==> config.mk <==
export PLATFORM = sky130hd
export DESIGN_NAME = busid_rr_arbiter_flat
export DESIGN_NICKNAME = d
export VERILOG_FILES = /design/src/rtl/busid_arb_pkg.sv /design/src/rtl/busid_rr_arbiter_if.sv /design/src/rtl/busid_rr_pick.sv /design/src/rtl/busid_rr_arbiter.sv /design/src/flat_wrapper.sv
export SDC_FILE = /design/constraint.sdc
export NUM_CORES = 1
export LEC_CHECK = 0
export ABC_AREA = 0
export CAP_MARGIN = 25
export CORE_UTILIZATION = 30
export DETAILED_ROUTE_END_ITERATION = 10
export PLACE_DENSITY_LB_ADDON = 0.15
export SYNTH_ARGS = -nofsm -noshare
export SYNTH_HDL_FRONTEND = slang
export SYNTH_HIERARCHICAL = 1
export SYNTH_SLANG_ARGS = --single-unit
==> constraint.sdc <==
create_clock -name clk -period 4.51 [get_ports clk]
set_input_delay 0.902 -clock clk [delete_from_list [all_inputs] [get_ports clk]]
set_output_delay 0.902 -clock clk [all_outputs]
set_load 0.005 [all_outputs]
==> src/rtl/busid_arb_pkg.sv <==
// busid_arb_pkg: shared types, sizes and bus-ID slice helper for the bus-ID arbiter
package busid_arb_pkg;
  localparam int N_REQ = 4;
  localparam int ID_W = 5;
  localparam int TIMEOUT_CYC_DEF = 1024;
  typedef enum logic [1:0] {IDLE, GRANT, HOLD, RELEASE} state_t;
  function automatic logic [ID_W-1:0] id_of(input logic [N_REQ*ID_W-1:0] ids, input int i);
    return ids[i*ID_W +: ID_W];
  endfunction
endpackage

==> src/rtl/busid_rr_arbiter_if.sv <==
// busid_rr_arbiter_if: requester-side and buffer-side signals of the bus-ID arbiter
interface busid_rr_arbiter_if;
  import busid_arb_pkg::*;
  logic [N_REQ-1:0] req;
  logic [N_REQ-1:0] done;
  logic [N_REQ*ID_W-1:0] bus_id_in;
  logic [N_REQ-1:0] buffer_en;
  logic [ID_W-1:0] bus_id_out;
  logic grant_valid;
  logic [1:0] grant_idx;
  logic timeout_err;
  modport master (output req, done, bus_id_in, input buffer_en, bus_id_out, grant_valid, grant_idx, timeout_err);
  modport slave (input req, done, bus_id_in, output buffer_en, bus_id_out, grant_valid, grant_idx, timeout_err);
endinterface

==> src/rtl/busid_rr_pick.sv <==
// busid_rr_pick: first set request at or after ptr, searching upward modulo 4
module busid_rr_pick
  import busid_arb_pkg::*;
(
  input  logic [N_REQ-1:0] req,
  input  logic [1:0]       ptr,
  output logic             any_req,
  output logic [1:0]       win
);
  // scan farthest offset first so the nearest set request overwrites it
  always_comb begin
    win = '0;
    for (int k = N_REQ - 1; k >= 0; k--)
      if (req[2'(int'(ptr) + k)]) win = 2'(int'(ptr) + k);
    any_req = |req;
  end
endmodule

==> src/rtl/busid_rr_arbiter.sv <==
// busid_rr_arbiter: round-robin owner of the shared bus-ID buffer; watchdog under BUSID_ARB_TIMEOUT_EN
module busid_rr_arbiter
  import busid_arb_pkg::*;
#(
  parameter int TIMEOUT_CYC = TIMEOUT_CYC_DEF
) (
  input logic clk,
  input logic rst,
  busid_rr_arbiter_if.slave bus
);
  state_t state_q, state_d;
  logic [1:0] idx_q, idx_d, ptr_q, ptr_d, win;
  logic [ID_W-1:0] id_q, id_d;
  logic any_req, rel, expire;
  busid_rr_pick u_pick (.req(bus.req), .ptr(ptr_q), .any_req(any_req), .win(win));
  assign rel = bus.done[idx_q] | ~bus.req[idx_q];
`ifdef BUSID_ARB_TIMEOUT_EN
  logic [15:0] cnt_q, cnt_d;
  logic to_q, to_d;
  assign expire = cnt_q == 16'(TIMEOUT_CYC - 1);
  // watchdog counts HOLD cycles; the error flag is set only when expiry alone ends HOLD
  always_comb begin
    cnt_d = state_q == HOLD ? cnt_q + 16'd1 : '0;
    to_d = state_q == HOLD && expire && !rel;
  end
  // watchdog registers
  always_ff @(posedge clk or posedge rst)
    if (rst) begin
      cnt_q <= '0;
      to_q <= 1'b0;
    end else begin
      cnt_q <= cnt_d;
      to_q <= to_d;
    end
  assign bus.timeout_err = to_q;
`else
  assign expire = 1'b0;
  assign bus.timeout_err = 1'b0;
`endif
  // next state; owner index and ID are latched on the IDLE->GRANT edge and then held
  always_comb begin
    state_d = state_q;
    idx_d = idx_q;
    id_d = id_q;
    ptr_d = ptr_q;
    case (state_q)
      IDLE: if (any_req) begin
        state_d = GRANT;
        idx_d = win;
        id_d = id_of(bus.bus_id_in, int'(win));
      end
      GRANT: state_d = HOLD;
      HOLD: if (rel || expire) state_d = RELEASE;
      RELEASE: begin
        state_d = IDLE;
        ptr_d = idx_q + 2'd1;
      end
      default: state_d = IDLE;
    endcase
  end
  // state registers
  always_ff @(posedge clk or posedge rst)
    if (rst) begin
      state_q <= IDLE;
      idx_q <= '0;
      id_q <= '0;
      ptr_q <= '0;
    end else begin
      state_q <= state_d;
      idx_q <= idx_d;
      id_q <= id_d;
      ptr_q <= ptr_d;
    end
  assign bus.grant_valid = state_q == GRANT || state_q == HOLD;
  assign bus.buffer_en = state_q == GRANT ? 4'b0001 << idx_q : 4'b0000;
  assign bus.bus_id_out = id_q;
  assign bus.grant_idx = idx_q;
endmodule

==> src/flat_wrapper.sv <==
// flat-port wrapper written by rule: the top's interface ports become plain ports
module busid_rr_arbiter_flat import busid_arb_pkg::*;
#(
  parameter int TIMEOUT_CYC = TIMEOUT_CYC_DEF
)
  (clk, rst, bus_req, bus_done, bus_bus_id_in, bus_buffer_en, bus_bus_id_out, bus_grant_valid, bus_grant_idx, bus_timeout_err);
  busid_rr_arbiter_if bus_i ();
  input logic clk;
  input logic rst;
  input wire logic [$bits(bus_i.req)-1:0] bus_req;
  input wire logic [$bits(bus_i.done)-1:0] bus_done;
  input wire logic [$bits(bus_i.bus_id_in)-1:0] bus_bus_id_in;
  output wire logic [$bits(bus_i.buffer_en)-1:0] bus_buffer_en;
  output wire logic [$bits(bus_i.bus_id_out)-1:0] bus_bus_id_out;
  output wire logic [$bits(bus_i.grant_valid)-1:0] bus_grant_valid;
  output wire logic [$bits(bus_i.grant_idx)-1:0] bus_grant_idx;
  output wire logic [$bits(bus_i.timeout_err)-1:0] bus_timeout_err;
  assign bus_i.req = bus_req;
  assign bus_i.done = bus_done;
  assign bus_i.bus_id_in = bus_bus_id_in;
  assign bus_buffer_en = bus_i.buffer_en;
  assign bus_bus_id_out = bus_i.bus_id_out;
  assign bus_grant_valid = bus_i.grant_valid;
  assign bus_grant_idx = bus_i.grant_idx;
  assign bus_timeout_err = bus_i.timeout_err;
  busid_rr_arbiter #(.TIMEOUT_CYC(TIMEOUT_CYC)) u_core (.clk(clk), .rst(rst), .bus(bus_i));
endmodule
==> flow_metrics.env, run 1 <==
export IMPL_status="finished clean"
export IMPL_final_core_util_pct=50.60
export IMPL_htreeDepth=1
export IMPL_hp_class="register to register"
export IMPL_finalCritPeriodShare_pct=64.41
export IMPL_cts_tree="done"
export IMPL_synth_top_area_share_pct=33.54
export IMPL_final_net_count=154
export IMPL_post_route_drc_count=0
export IMPL_tns_ns=0
export IMPL_die_area_um2=2949
export IMPL_postCtsSetupBuffers=0
export IMPL_yosysWarnings=6
export IMPL_cts_buffers=3
export IMPL_yosysMostFrequentCell="dfrtp_1"
export IMPL_core_um2=2522
export IMPL_worst_slew_pin_slew_ns=0.7000
export IMPL_ios=43
export IMPL_row_count=18
export IMPL_netlist_instances=71
export IMPL_yosysUniqueCellTypes=24
export IMPL_leakage_uw=0.0005337
export IMPL_synth_area_um2=820.8
export IMPL_timing_fmax_mhz=344.3
export IMPL_die_w_um=54.31
export IMPL_synth_ff_type="dfrtp_1"
export IMPL_cp_end_kind="register"
export IMPL_hold_ws_ns=0.5183
export IMPL_crit_arrival_ns=3.05
export IMPL_grt_pass1_vias=724
export IMPL_fin_crit_ns=2.905
export IMPL_synthArstFlopShare_pct=100.0
export IMPL_rsz0062_at_grt="no"
export IMPL_drive_gt1_share_pct=13.16
export IMPL_post_cts_resize_count=0
export IMPL_grt_max_degree=12
export IMPL_clockRootBuffer="clkbuf_4"
export IMPL_clock_sinks=11
export IMPL_grt_usage_pct=14.73
export IMPL_die_h_um=54.31
export IMPL_ir_drop_uv=258.7
export IMPL_drtAntennaViolNets=0
export IMPL_path_max_fanout=6
export IMPL_dr_pass1_iters=3
export IMPL_postCtsHoldBufs=0
export IMPL_dpl_cell_count=140
export IMPL_initial_utilization_pct=32.54
export IMPL_grt_overflow=0
export IMPL_port_buffers=41
export IMPL_clk_latency_ns=0.26
export IMPL_crit_path_start_kind="input port"
export IMPL_maxSlewViolCount=0
export IMPL_drt_wl_total_um=1760
export IMPL_antenna_found_initial=0
export IMPL_p_per_area_nw_per_um2=504.9
export IMPL_yosysSeqAreaShare_pct=33.54
export IMPL_wl_per_cell_um=12.22
export IMPL_cp_required_ns=4.65
export IMPL_clk_path_buf_depth=2
export IMPL_synth_edff_count=0
export IMPL_ys_top_cells_by_count="11 x dfrtp_1, 9 x ha_1, 6 x inv_1"
export IMPL_final_cells=144
export IMPL_area_growth_pct=55.49
export IMPL_ys_seq_elements=11
export IMPL_syn_area_per_cell_um2=11.56
export IMPL_setup_worst_path_class="input port to register"
export IMPL_hold_viol_final=0
export IMPL_finalSetupViolations=0
export IMPL_synthesis_nets=110
export IMPL_first_iter_violations=3
export IMPL_n_fill_cell=249
export IMPL_via_per_inst=4.806
export IMPL_r2r_setup_slack_ns=2.31
export IMPL_antennaDiodeCount=0
export IMPL_grt_pass1_wl_um=3001
export IMPL_yosys_area_top_type="dfrtp_1"
export IMPL_synth_area_leaders="dfrtp_1 34%, ha_1 14%, mux4_2 14%"
export IMPL_routabilityCongestion=0.7098
export IMPL_cap_violations=0
export IMPL_fin_skew_ns=0.003583
export IMPL_clk_pin_slew_worst_paths_ns=0.07
export IMPL_post_dp_hpwl_um=1524
export IMPL_vias=692
export IMPL_relSlewSlack_pct=53.25
[cell type report]
type                       instances  area, um2  area share [%]
multi-input combinational         51      500.5           39.22
timing repair buffer              41      410.4           32.16
sequential                        11      275.3           21.57
tap                               30      37.54           2.941
clock buffer                       4      26.28           2.059
inverter                           7      26.28           2.059
[power by group]
group / switching, uW / internal [uW]
Combinational: 136 / 239
Sequential: 52.8 / 152
Clock: 29.9 / 34.1
[sequential cells by signal, summed over array words and instances, names as in the netlist]
signal,cells
u_core/bus.bus_id_out,5
u_core/bus.grant_idx,2
u_core/ptr_q,2
u_core/state_q,2
[per-layer routing]
layer	vias up	share of wire [%]	track usage [%]	wire length, um
met4	0	0.68	7.692	12
met3	2	7.8	2.500	137
met1	321	39	15.24	681
met5	-	0	0	0
li1	337	-	-	-
met2	32	53	27.85	929
[layout by cell type, fill, tap and decap left out, drive strengths merged, types with 2 or more instances in the layout]
| cell type | synthesis | routed |
|---|---|---|
| clkdlybuf4s50 | 0 | 41 |
| a211oi | 2 | 2 |
| nand2b | 2 | 2 |
| dfrtp | 11 | 11 |
| mux4 | 5 | 5 |
| nand2 | 3 | 3 |
| a21oi | 2 | 2 |
| o311ai | 2 | 2 |
| nor2 | 5 | 5 |
| inv | 7 | 7 |
| clkbuf | 0 | 4 |
| mux2 | 9 | 9 |
| and2 | 4 | 4 |
| ha | 9 | 9 |
| nand3b | 2 | 2 |
[final timing paths]
| path | startpoint | to | cells past startpoint |
|---|---|---|---|
| worst max register to register | u_core/ptr_q[1] | u_core/bus.bus_id_out[3] | 4 |
| worst max-delay path | bus_req[3] | u_core/bus.bus_id_out[3] | 5 |
| worst min register to register | u_core/bus.bus_id_out[4] | u_core/bus.bus_id_out[4] | 1 |
| max in group asynchronous | rst | u_core/bus.bus_id_out[0] | 2 |
| worst min-delay path | u_core/bus.bus_id_out[4] | u_core/bus.bus_id_out[4] | 1 |
| min in group asynchronous | rst | u_core/bus.bus_id_out[3] | 2 |
[worst max-delay path: stages]
cell,delay (ns)
clkdlybuf4s50_1,0.53
mux2i_1,0.11
a211oi_2,0.63
mux4_2,0.59
mux2_2,0.28
[cell families (layout without fill, tap and decap cells)]
family	count (synthesis)	after routing	share of synthesized area, %
AO/OA/AOI/OAI	8	8	7.775
adder cells (fa/ha/maj)	9	9	13.72
buffers and inverters	9	52	5.487
flip-flops	11	11	33.54
multiplexers	15	15	27.29
other	1	1	0.4569
AND/OR/NAND/NOR	18	18	11.74
[metrics by stage]
step                      instance area [um2]  power [uW]  setup WS, ns
after global routing                     1276       716.2         1.452
after global placement                   1250       582.5         1.343
after floorplan                         820.8       423.6         2.301
final                                    1276       644.3         1.605
after detailed placement                 1250       591.7         1.276
after CTS                                1276       658.3         1.558
Note: power is estimated with default switching activity, not from simulation.
==> inputs of run 2 (changes only) <==
clock period = 2.85 ns   (was 4.51 ns; I/O delays follow)
==> run 2 against run 1 <==
Net effect: sequential cell count unchanged; critical endpoint is now u_core/bus.bus_id_out[1]; clock skew down 0.0019 ns; sequential share of layout area down 0.13 points; clock-buffer cell count unchanged; setup slack worse by 1.0 ns; register-to-register slack worse by 1.3 ns; critical path depth up 1; highest routed layer unchanged; worst hold slack worse by 0.0089 ns; combinational power up 60%; die area unchanged; first-iteration DRC count up 33%.
==> flow_metrics.env, run 2 (synthesis results as in run 1) <==
export IMPL_clockRootBuffer="clkbuf_4"
export IMPL_drtAntennaViolNets=0
export IMPL_cp_slowest_stage_delay_ns=0.46
export IMPL_layout_commonest_cell="clkdlybuf4s50_1"
export IMPL_mostFrequentLayoutCells="41 x clkdlybuf4s50_1, 11 x dfrtp_1, 9 x ha_1"
export IMPL_grt_pass1_vias=687
export IMPL_postCtsHoldBufs=0
export IMPL_crit_arrival_ns=2.39
export IMPL_postCtsSetupBuffers=0
export IMPL_die_h_um=54.31
export IMPL_vias=694
export IMPL_first_iter_violations=4
export IMPL_n_fill_cell=266
export IMPL_cpMaxStageDelayCell="clkdlybuf4s50_1"
export IMPL_critPathTopFamily="multiplexers"
export IMPL_area_growth_pct=56.40
export IMPL_dr_pass1_iters=4
export IMPL_p_clk_share_pct=9.7
export IMPL_grt_max_degree=12
export IMPL_fin_area_um2=1284
export IMPL_die_area_um2=2949
export IMPL_status="finished clean"
export IMPL_setup_worst_path_class="input port to register"
export IMPL_finalSetupViolations=0
export IMPL_grt_overflow=0
export IMPL_dpl_cell_count=141
export IMPL_via_per_inst=4.786
export IMPL_worst_slew_pin_slew_ns=0.5237
export IMPL_fin_skew_ns=0.001691
export IMPL_post_route_drc_count=0
export IMPL_cts_buffers=3
export IMPL_routabilityCongestion=0.6881
export IMPL_seq_area_um2=275.3
export IMPL_die_w_um=54.31
export IMPL_htreeDepth=1
export IMPL_hp_class="register to register"
export IMPL_initial_utilization_pct=32.54
export IMPL_comb_power_share_pct=58.7
export IMPL_final_cells=145
export IMPL_p_int_uw=680.3
export IMPL_p_per_area_nw_per_um2=800.1
export IMPL_drt_wl_total_um=1685
export IMPL_wl_per_cell_um=11.62
export IMPL_crit_buf_inv=1
export IMPL_finalCritPeriodShare_pct=78.80
export IMPL_post_cts_resize_count=0
export IMPL_antennaDiodeCount=0
export IMPL_power_uw=1027
export IMPL_hold_viol_final=0
export IMPL_clk_pin_slew_worst_paths_ns=0.06
export IMPL_core_um2=2522
export IMPL_fin_crit_ns=2.246
export IMPL_path_max_fanout=6
export IMPL_maxSlewViolCount=0
export IMPL_post_dp_hpwl_um=1439
export IMPL_worstPathCellList="clkdlybuf4s50_1 > nor3b_1 > a211oi_1 > nor2_1 > mux4_2 > mux2_2"
export IMPL_row_count=18
export IMPL_hold_ws_ns=0.5094
export IMPL_clock_sinks=11
export IMPL_tns_ns=0
export IMPL_cts_tree="done"
export IMPL_relSlewSlack_pct=64.96
export IMPL_grt_pass1_wl_um=2732
export IMPL_rsz0062_at_grt="no"
export IMPL_largest_reg_flops=5
export IMPL_grt_usage_pct=13.10
export IMPL_antenna_found_initial=0
export IMPL_clk_latency_ns=0.25
export IMPL_drive_gt1_share_pct=13.91
export IMPL_port_buffers=41
export IMPL_timing_fmax_mhz=445.3
export IMPL_leakage_uw=0.0005385
export IMPL_switching_power_uw=346.9
export IMPL_final_net_count=155
export IMPL_cap_violations=0
export IMPL_cp_required_ns=2.99
export IMPL_cp_end_kind="register"
export IMPL_clk_path_buf_depth=2
export IMPL_crit_path_start_kind="input port"
export IMPL_dpl_instance_area_um2=1257
export IMPL_swShare_pct=33.77
export IMPL_ir_drop_uv=386.8
export IMPL_multi_input_area_um2=500.5
export IMPL_ios=43
export IMPL_p_seq_share_pct=31.6
==> run 2: stage by stage <==
step           utilization, %  setup WS, ns
2_1_floorplan               -        0.9734
3_3_place_gp            49.85        0.3363
3_5_place_dp            49.85        0.3022
4_1_cts                 50.89        0.5831
5_1_grt                 50.89        0.4811
6_report                50.89        0.6043
==> run 2: layout make-up <==
class	instances	area share [%]
inverters	7	2.047
clock buffers	4	2.047
repair buffers	42	32.55
multi-input cells	51	38.99
flip-flops and latches	11	21.44
well taps	30	2.924
==> run 2: per-layer routing <==
layer  vias up  GRT usage (%)  routed length, um
met4         0          5.128                 13
li1        340              -                  -
met2        32          24.59                849
met5         -              0                  0
met3         2          2.500                141
met1       320          14.21                680
==> run 2: power groups by stage <==
stage,Clock (uW),Sequential (uW),Combinational (uW)
final,99.3,325,603
after CTS,104,328,618
after global routing,111,340,679
after detailed placement,0,330,615
after global placement,0,327,602
after floorplan,0,315,356
==> run 2: worst paths after layout <==
kind,start,to,slack [ns],cells after the start
max reg2reg,u_core/ptr_q[1],u_core/bus.bus_id_out[1],0.97,5
max in group asynchronous,rst,u_core/ptr_q[0],1.95,2
min,u_core/bus.bus_id_out[2],u_core/bus.bus_id_out[2],0.51,1
max,bus_req[1],u_core/bus.bus_id_out[1],0.60,6
min in group asynchronous,rst,u_core/bus.bus_id_out[4],0.61,2
min reg2reg,u_core/bus.bus_id_out[2],u_core/bus.bus_id_out[2],0.51,1
==> inputs of run 3 (changes only) <==
clock period = 2.3 ns   (was 2.85 ns; I/O delays follow)
==> run 3 against run 2 <==
Net effect: worst hold slack lost 0.029 ns; non-clock buffer count grew 6; sequential cell count is the same; critical path depth shrank 2; global-route usage grew 1.3 points; routed wire length grew 2.6%; design area grew 3.7%; via count grew 2.0%; setup slack lost 0.44 ns; sequential power grew 24%; first-iteration DRC count shrank 50%; sequential share of layout area shrank 0.77 points; critical path type is now register to output pin; largest power group unchanged.
==> flow_metrics.env, run 3 (synthesis results as in run 1) <==
export IMPL_cp_end_kind="output pin"
export IMPL_layout_commonest_cell="clkdlybuf4s50_1"
export IMPL_rr_worst_depth=5
export IMPL_rr_endpoint="u_core/bus.bus_id_out[2]"
export IMPL_htreeDepth=1
export IMPL_grt_usage_pct=14.35
export IMPL_via_per_inst=4.689
export IMPL_crit_buf_inv=2
export IMPL_grt_pass1_vias=715
export IMPL_vias=708
export IMPL_ir_drop_uv=594.7
export IMPL_r2r_start="u_core/ptr_q[1]"
export IMPL_fin_skew_ns=0.001261
export IMPL_drtAntennaViolNets=0
export IMPL_hold_viol_final=0
export IMPL_first_iter_violations=2
export IMPL_cpMaxStageDelayCell="dfrtp_1"
export IMPL_grt_max_degree=12
export IMPL_setup_worst_path_class="register to output pin"
export IMPL_hp_class="input port to asynchronous set/reset pin"
export IMPL_row_count=18
export IMPL_port_buffers=41
export IMPL_maxSlewViolCount=0
export IMPL_largest_reg_flops=5
export IMPL_worstPathCellList="inv_1 > ha_1 > and2_1 > clkdlybuf4s50_1"
export IMPL_finalSetupViolations=0
export IMPL_post_dp_hpwl_um=1473
export IMPL_path_max_fanout=10
export IMPL_cts_tree="done"
export IMPL_leakage_uw=0.0005680
export IMPL_rsz0062_at_grt="no"
export IMPL_clock_sinks=11
export IMPL_routabilityCongestion=0.6756
export IMPL_antenna_found_initial=0
export IMPL_power_uw=1295
export IMPL_cts_buffers=3
export IMPL_clockRootBuffer="clkbuf_4"
export IMPL_timing_fmax_mhz=467.2
export IMPL_cp_slowest_stage_delay_ns=0.52
export IMPL_drive_gt1_share_pct=19.01
export IMPL_clk_path_buf_depth=2
export IMPL_core_um2=2522
export IMPL_critPathTopFamily="buffers and inverters"
export IMPL_crit_arrival_ns=1.68
export IMPL_antennaDiodeCount=0
export IMPL_die_area_um2=2949
export IMPL_dr_pass1_iters=3
export IMPL_r2r_setup_slack_ns=0.40
export IMPL_p_per_area_nw_per_um2=972.5
export IMPL_initial_utilization_pct=32.54
export IMPL_mostFrequentLayoutCells="41 x clkdlybuf4s50_1, 11 x dfrtp_1, 9 x ha_1"
export IMPL_fin_crit_ns=2.140
export IMPL_finalCritPeriodShare_pct=93.05
export IMPL_crit_path_start_kind="register"
export IMPL_final_core_util_pct=52.78
export IMPL_ios=43
export IMPL_drt_wl_total_um=1729
export IMPL_final_net_count=161
export IMPL_die_h_um=54.31
export IMPL_post_cts_resize_count=0
export IMPL_wl_per_cell_um=11.45
export IMPL_post_route_drc_count=0
export IMPL_status="finished clean"
export IMPL_postCtsHoldBufs=0
export IMPL_clk_latency_ns=0.26
export IMPL_postCtsSetupBuffers=0
export IMPL_grt_pass1_wl_um=2980
export IMPL_tns_ns=0
export IMPL_die_w_um=54.31
export IMPL_clk_pin_slew_worst_paths_ns=0.06
export IMPL_cap_violations=0
export IMPL_cp_required_ns=1.84
export IMPL_grt_overflow=0
export IMPL_area_growth_pct=62.20
[run 3: cell types whose count changed in the layout (fill, tap and decap cells not counted)]
cell	before	now
buf_4	1	7
nor2_1	5	4
nor2_2	0	1
[run 3: cell type report]
class	count	area, um2
timing repair buffer	48	462.9
fill	245	1191
multi-input combinational	51	503.0
tap	30	37.54
clock buffer	4	26.28
inverter	7	26.28
sequential	11	275.3
[run 3: worst max-delay path by stage]
stage	from	endpoint	slack [ns]	cells after the start
2_1_floorplan	u_core/ptr_q[1]	u_core/bus.bus_id_out[0]	0.52	5
5_1_grt	bus_req[3]	u_core/bus.bus_id_out[2]	0.07	6
3_5_place_dp	bus_req[1]	u_core/bus.bus_id_out[2]	-0.18	6
6_report	u_core/bus.grant_idx[0]	bus_buffer_en[2]	0.16	4
4_1_cts	bus_req[1]	u_core/bus.bus_id_out[2]	0.06	6
3_3_place_gp	bus_req[1]	u_core/bus.bus_id_out[1]	-0.15	6
[run 3: stage by stage]
step | instances | setup WS (ns) | cell area (um2) | hold WS (ns)
6_report | 151 | 0.1598 | 1331 | 0.4801
5_1_grt | 151 | 0.06949 | 1331 | 0.5205
4_1_cts | 151 | 0.06451 | 1329 | 0.4914
3_5_place_dp | 147 | -0.1814 | 1303 | 0.5018
3_3_place_gp | 147 | -0.1483 | 1303 | 0.4882
2_1_floorplan | 71 | 0.5160 | 820.8 | 0.3124
[run 3: report_power, final]
group          internal (uW)  switching [uW]
clock network           67.0            57.2
registers                298             106
logic                    492             275
total                    857             438
[run 3: routing by layer]
metal / part of all wire, % / vias up / track usage (%)
met4: 0.81 / 0 / 7.692
li1: - / 355 / -
met1: 39 / 317 / 15.67
met5: 0 / - / 0
met3: 8.1 / 2 / 2.500
met2: 52 / 34 / 26.02
[run 3: worst register-to-register path: cells and delay by family, from the launching register on]
family	cells	cell delay [ns]
flip-flops	1	0.43
buffers and inverters	1	0.20
multiplexers	3	0.94
AO/OA/AOI/OAI	1	0.21
